$ cat config.mk
export PLATFORM = sky130hd
export DESIGN_NAME = octal_rr_arbiter
export DESIGN_NICKNAME = d
export VERILOG_FILES = /design/src/rtl/arb_pkg.sv /design/src/rtl/onehot8_encoder.sv /design/src/rtl/octal_rr_arbiter.sv
export SDC_FILE = /design/constraint.sdc
export NUM_CORES = 1
export LEC_CHECK = 0
export ABC_AREA = 0
export CAP_MARGIN = 40
export CORE_MARGIN = 5
export CORE_UTILIZATION = 51
export CTS_CLUSTER_SIZE = 20
export DETAILED_ROUTE_END_ITERATION = 6
export HOLD_SLACK_MARGIN = 0.02
export PLACE_DENSITY_LB_ADDON = 0.3
export SLEW_MARGIN = 20
export SYNTH_ARGS = -nofsm -noshare
export SYNTH_HDL_FRONTEND = slang
export SYNTH_SLANG_ARGS = --single-unit
export TNS_END_PERCENT = 10
$ cat constraint.sdc
create_clock -name clk -period 3.2 [get_ports clk]
set_input_delay 0.32 -clock clk [delete_from_list [all_inputs] [get_ports clk]]
set_output_delay 0.32 -clock clk [all_outputs]
set_load 0.01 [all_outputs]
$ cat src/rtl/arb_pkg.sv
// arb_pkg: shared constants and FSM state type for the octal round-robin arbiter
package arb_pkg;
  localparam int N_REQ = 8;
  localparam int IDX_W = 3;
  typedef enum logic {ARB_IDLE, ARB_GRANT} arb_state_t;
endpackage

$ cat src/rtl/onehot8_encoder.sv
// onehot8_encoder: 8-bit one-hot to 3-bit binary, flags zero or multiple set bits
module onehot8_encoder
  import arb_pkg::*;
(
  input  logic [N_REQ-1:0] onehot,
  output logic [IDX_W-1:0] idx,
  output logic             invalid
);
  assign idx = {|(onehot & 8'hF0), |(onehot & 8'hCC), |(onehot & 8'hAA)};
  assign invalid = $countones(onehot) != 1;
endmodule

$ cat src/rtl/octal_rr_arbiter.sv
// octal_rr_arbiter: 8-way round-robin arbiter with registered one-hot and binary grant
// Define ARB_TIMEOUT_EN to revoke a grant after MAX_HOLD cycles.
module octal_rr_arbiter
  import arb_pkg::*;
#(
  parameter int MAX_HOLD = 16,
  parameter int CNT_W    = $clog2(MAX_HOLD)
) (
  input  logic             clk,
  input  logic             rst_n,
  input  logic [N_REQ-1:0] req,
  output logic [N_REQ-1:0] grant,
  output logic [IDX_W-1:0] grant_idx,
  output logic             grant_valid,
  output logic             timeout
);
  arb_state_t       state;
  logic [IDX_W-1:0] last_ptr;
  logic [IDX_W-1:0] win_idx;
  logic [N_REQ-1:0] win;
  logic             held;
  logic             limit;
  if (MAX_HOLD < 2 || CNT_W != $clog2(MAX_HOLD)) begin : g_bad_cfg
    $error("octal_rr_arbiter: MAX_HOLD must be >= 2 and CNT_W must not be overridden");
  end
  assign held = req[grant_idx];
  // Scan from farthest to nearest so the requester closest after last_ptr wins.
  always_comb begin
    win = '0;
    for (int i = N_REQ; i >= 1; i--)
      if (req[IDX_W'(int'(last_ptr) + i)]) win = N_REQ'(1) << IDX_W'(int'(last_ptr) + i);
  end
  onehot8_encoder u_enc (
    .onehot (win),
    .idx    (win_idx),
    .invalid()
  );
  always_ff @(posedge clk or negedge rst_n) begin
    if (!rst_n) begin
      state       <= ARB_IDLE;
      grant       <= '0;
      grant_idx   <= '0;
      grant_valid <= 1'b0;
      last_ptr    <= IDX_W'(N_REQ - 1);
    end else if (state == ARB_IDLE) begin
      if (|req) begin
        state       <= ARB_GRANT;
        grant       <= win;
        grant_idx   <= win_idx;
        grant_valid <= 1'b1;
        last_ptr    <= win_idx;
      end
    end else if (!held || limit) begin
      state       <= ARB_IDLE;
      grant       <= '0;
      grant_valid <= 1'b0;
    end
  end
`ifdef ARB_TIMEOUT_EN
  logic [CNT_W-1:0] hold_cnt;
  assign limit = hold_cnt == CNT_W'(MAX_HOLD - 1);
  always_ff @(posedge clk or negedge rst_n) begin
    if (!rst_n) begin
      hold_cnt <= '0;
      timeout  <= 1'b0;
    end else begin
      hold_cnt <= (state == ARB_GRANT) ? hold_cnt + 1'b1 : '0;
      timeout  <= (state == ARB_GRANT) && held && limit;
    end
  end
`else
  assign limit   = 1'b0;
  assign timeout = 1'b0;
`endif
endmodule

==> results.md <==
- Initial antenna violation count: 0
- Final TNS setup: 0 ns
- Vias per cell: 6.70
- CTS tree: yes
- Most used DFF post-synth: dfrtp_1
- Synthesized instance count: 214
- Chip Height: 70.6 um
- DRT Wirelength: 5440 um
- Max Buffers Root-to-Sink: 2
- Pin slew with the least headroom to its limit: 0.723 ns
- Clock root buffer master: clkbuf_8
- Final Hold Viols: 0
- GPL Wtd Cong: 0.916
- Yosys warns: 0
- WL per Instance: 18.7 um
- Reg clk slew, reported paths: 0.06 ns
- Synth top area cells: dfrtp_1 (17%), mux4_2 (11%), mux2i_1 (5.3%)
- Vias: 1,949
- Share of cells above drive strength 1: 19.3%
- Hold WC Path Type: input port to async pin
- Yosys top cell by area: dfrtp_1
- Run status: finished clean
- Synth Net Count: 230
- Vias in the first global route: 1,789
- Ant. Diodes: 0
- Yosys top cell area share: 17.4%
- Fmax: 317 MHz
- Syn Std Cell Area: 0.00187 sq mm
- RSZ-0062 raised after global routing: yes
- Detailed Place HPWL: 4070 um
- Setup crit start kind: register
- Multi-input gate area: 0.00141 sq mm
- Core ar.: 0.00361 sq mm
- Worst slack, placed: 0.0720 ns
- Tcrit/Tclk final: 98.5%
- Required @ worst endpoint: 3.32 ns
- Post-route clock skew: 0.00774 ns
- Drt first pass iters: 5
- First-pass GRT wire length: 9040 um
- Initial Util: 51.9%
- Asr flop ratio synth: 100%
- Critical path capture point type: register
- CP Class: register to register
- Post-route DRC: 0
- Cell with the most instances after synthesis: nand2_1
- Syn_area_per_cell: 8.75 sq um
- Worst Path Max Fanout: 8
- Arrival time at the worst endpoint: 3.27 ns
- Die area: 0.00498 sq mm
- Gr ovfl total: 0
- Detailed Route Iter0 Violations: 359
- Cts bufs inserted: 3
- Max-cap violations: 0
- Worst rel slew slack: 51.8%
- Largest net degree at the start of global routing: 20
- FF/Latch Area: 404 sq um
- Final setup fails: 0
- Unique masters post-synth: 54
- Final Util: 63.4%
- Post-synth EDFFs: 0
- Clk_lat worst skew: 0.25 ns
- Std-Cell Rows: 22
- All-Layer GR Usage: 22.4%
- Sequential cell area fraction in the yosys report: 21.6%
- Clock Sinks: 16
- Die Wd: 70.6 um
- Antenna-violating nets left: 0
- PortBufs: 21
- Nets: 260
- H-tree depth: 1
- Layout fillers: 306
- CTS Hold Bufs: 0
- FF+latch count, synth: 16
- Area Growth Syn to Fin: 22.1%
- PnR worst setup slack: 0.0470 ns
- Min Hold Slack: 0.465 ns
- IO Count: 23
- Min cycle time layout: 3.15 ns
- Pins Over Slew Limit: 0
- Most common library cells after synthesis: nand2_1 (26), dfrtp_1 (13), nor2_1 (12)
worst max-delay path, cell delays in order (launching register included):
cell and delay, ns:
dfstp_2 0.53, inv_1 0.07, ha_4 0.35, mux4_2 0.56, and2_0 0.26, a222oi_1 0.49, o2111ai_1 0.24, a211oi_1 0.30
buf_4 0.17, a21oi_1 0.06
registers in the layout (all words and copies together), names as in the netlist:
signal,cells
state,1
grant_idx,3
last_ptr,3
grant,8
grant_valid,1
routing by layer:
layer	vias up	GRT usage [%]	share of wire, %
li1	901	-	-
met1	958	31.6	44
met2	81	34.5	48
met3	9	3.98	6.1
met4	0	7.93	1.9
met5	-	0	0
cells in the final DEF, fill, tap and decap left out, types with 2 or more instances in the layout:
cell,count
nand2_1,26
nor4_1,3
a32oi_1,6
a221oi_1,4
dfrtp_1,13
nand2b_1,4
nand3_1,6
a211oi_1,2
buf_4,19
a22oi_1,6
ha_1,5
clkdlybuf4s50_1,21
or2_2,2
nor3b_1,3
a22o_1,2
nor2_1,12
mux4_2,9
a32o_1,5
nor3_1,2
a222oi_1,4
o21a_1,2
and2_4,2
nor2b_1,8
o22ai_1,3
a21oi_1,6
mux2i_1,10
o21ai_0,8
clkbuf_8,3
inv_1,2
and2_1,5
o22a_1,2
o221ai_1,5
and3_1,6
dfstp_2,3
cells by family (layout without fill, tap and decap cells):
logic type,Yosys count,count (layout),share of synthesized area [%]
AO/OA/AOI/OAI,64,64,26.5
other,1,1,0.200
AND/OR/NAND/NOR,87,87,25.0
flip-flops,16,16,21.6
buffers and inverters,18,47,4.88
multiplexers,20,20,16.9
XOR/XNOR,2,2,0.936
adder cells (fa/ha/maj),6,6,4.01
cell type report:
class | instances | share of cell area (%)
multi-input combinational | 180 | 61.7
tap | 48 | 2.63
sequential | 16 | 17.7
timing repair buffer | 40 | 15.4
clock buffer | 4 | 1.97
inverter | 3 | 0.602
what timing repair did:
item,CTS,global route
gates resized for setup,0,4
endpoints found under the setup margin,0,8
setup buffers,0,1
final timing paths:
kind | start | endpoint | slack [ns] | depth (start not counted)
worst min-delay path | rst_n | grant_valid$_DFFE_PN0P_ | 0.47 | 1
min in group clk | grant[2]$_DFFE_PN0P_ | grant[2]$_DFFE_PN0P_ | 0.47 | 2
max in group asynchronous | rst_n | grant_idx[1]$_DFFE_PN0P_ | 2.29 | 1
worst max register to register | last_ptr[1]$_DFFE_PN1P_ | grant_idx[1]$_DFFE_PN0P_ | 0.05 | 9
worst max-delay path | last_ptr[1]$_DFFE_PN1P_ | grant_idx[1]$_DFFE_PN0P_ | 0.05 | 9
worst min register to register | grant[2]$_DFFE_PN0P_ | grant[2]$_DFFE_PN0P_ | 0.47 | 2
stage by stage:
stage / cells / cell area, sq um
finish: 291 / 2290
global route: 291 / 2290
CTS: 290 / 2260
detailed placement: 286 / 2210
global placement: 286 / 2210
floorplan: 214 / 1890
Power is not shown: default switching activity piles up to over one toggle a cycle in this logic, so the estimate is an artifact.
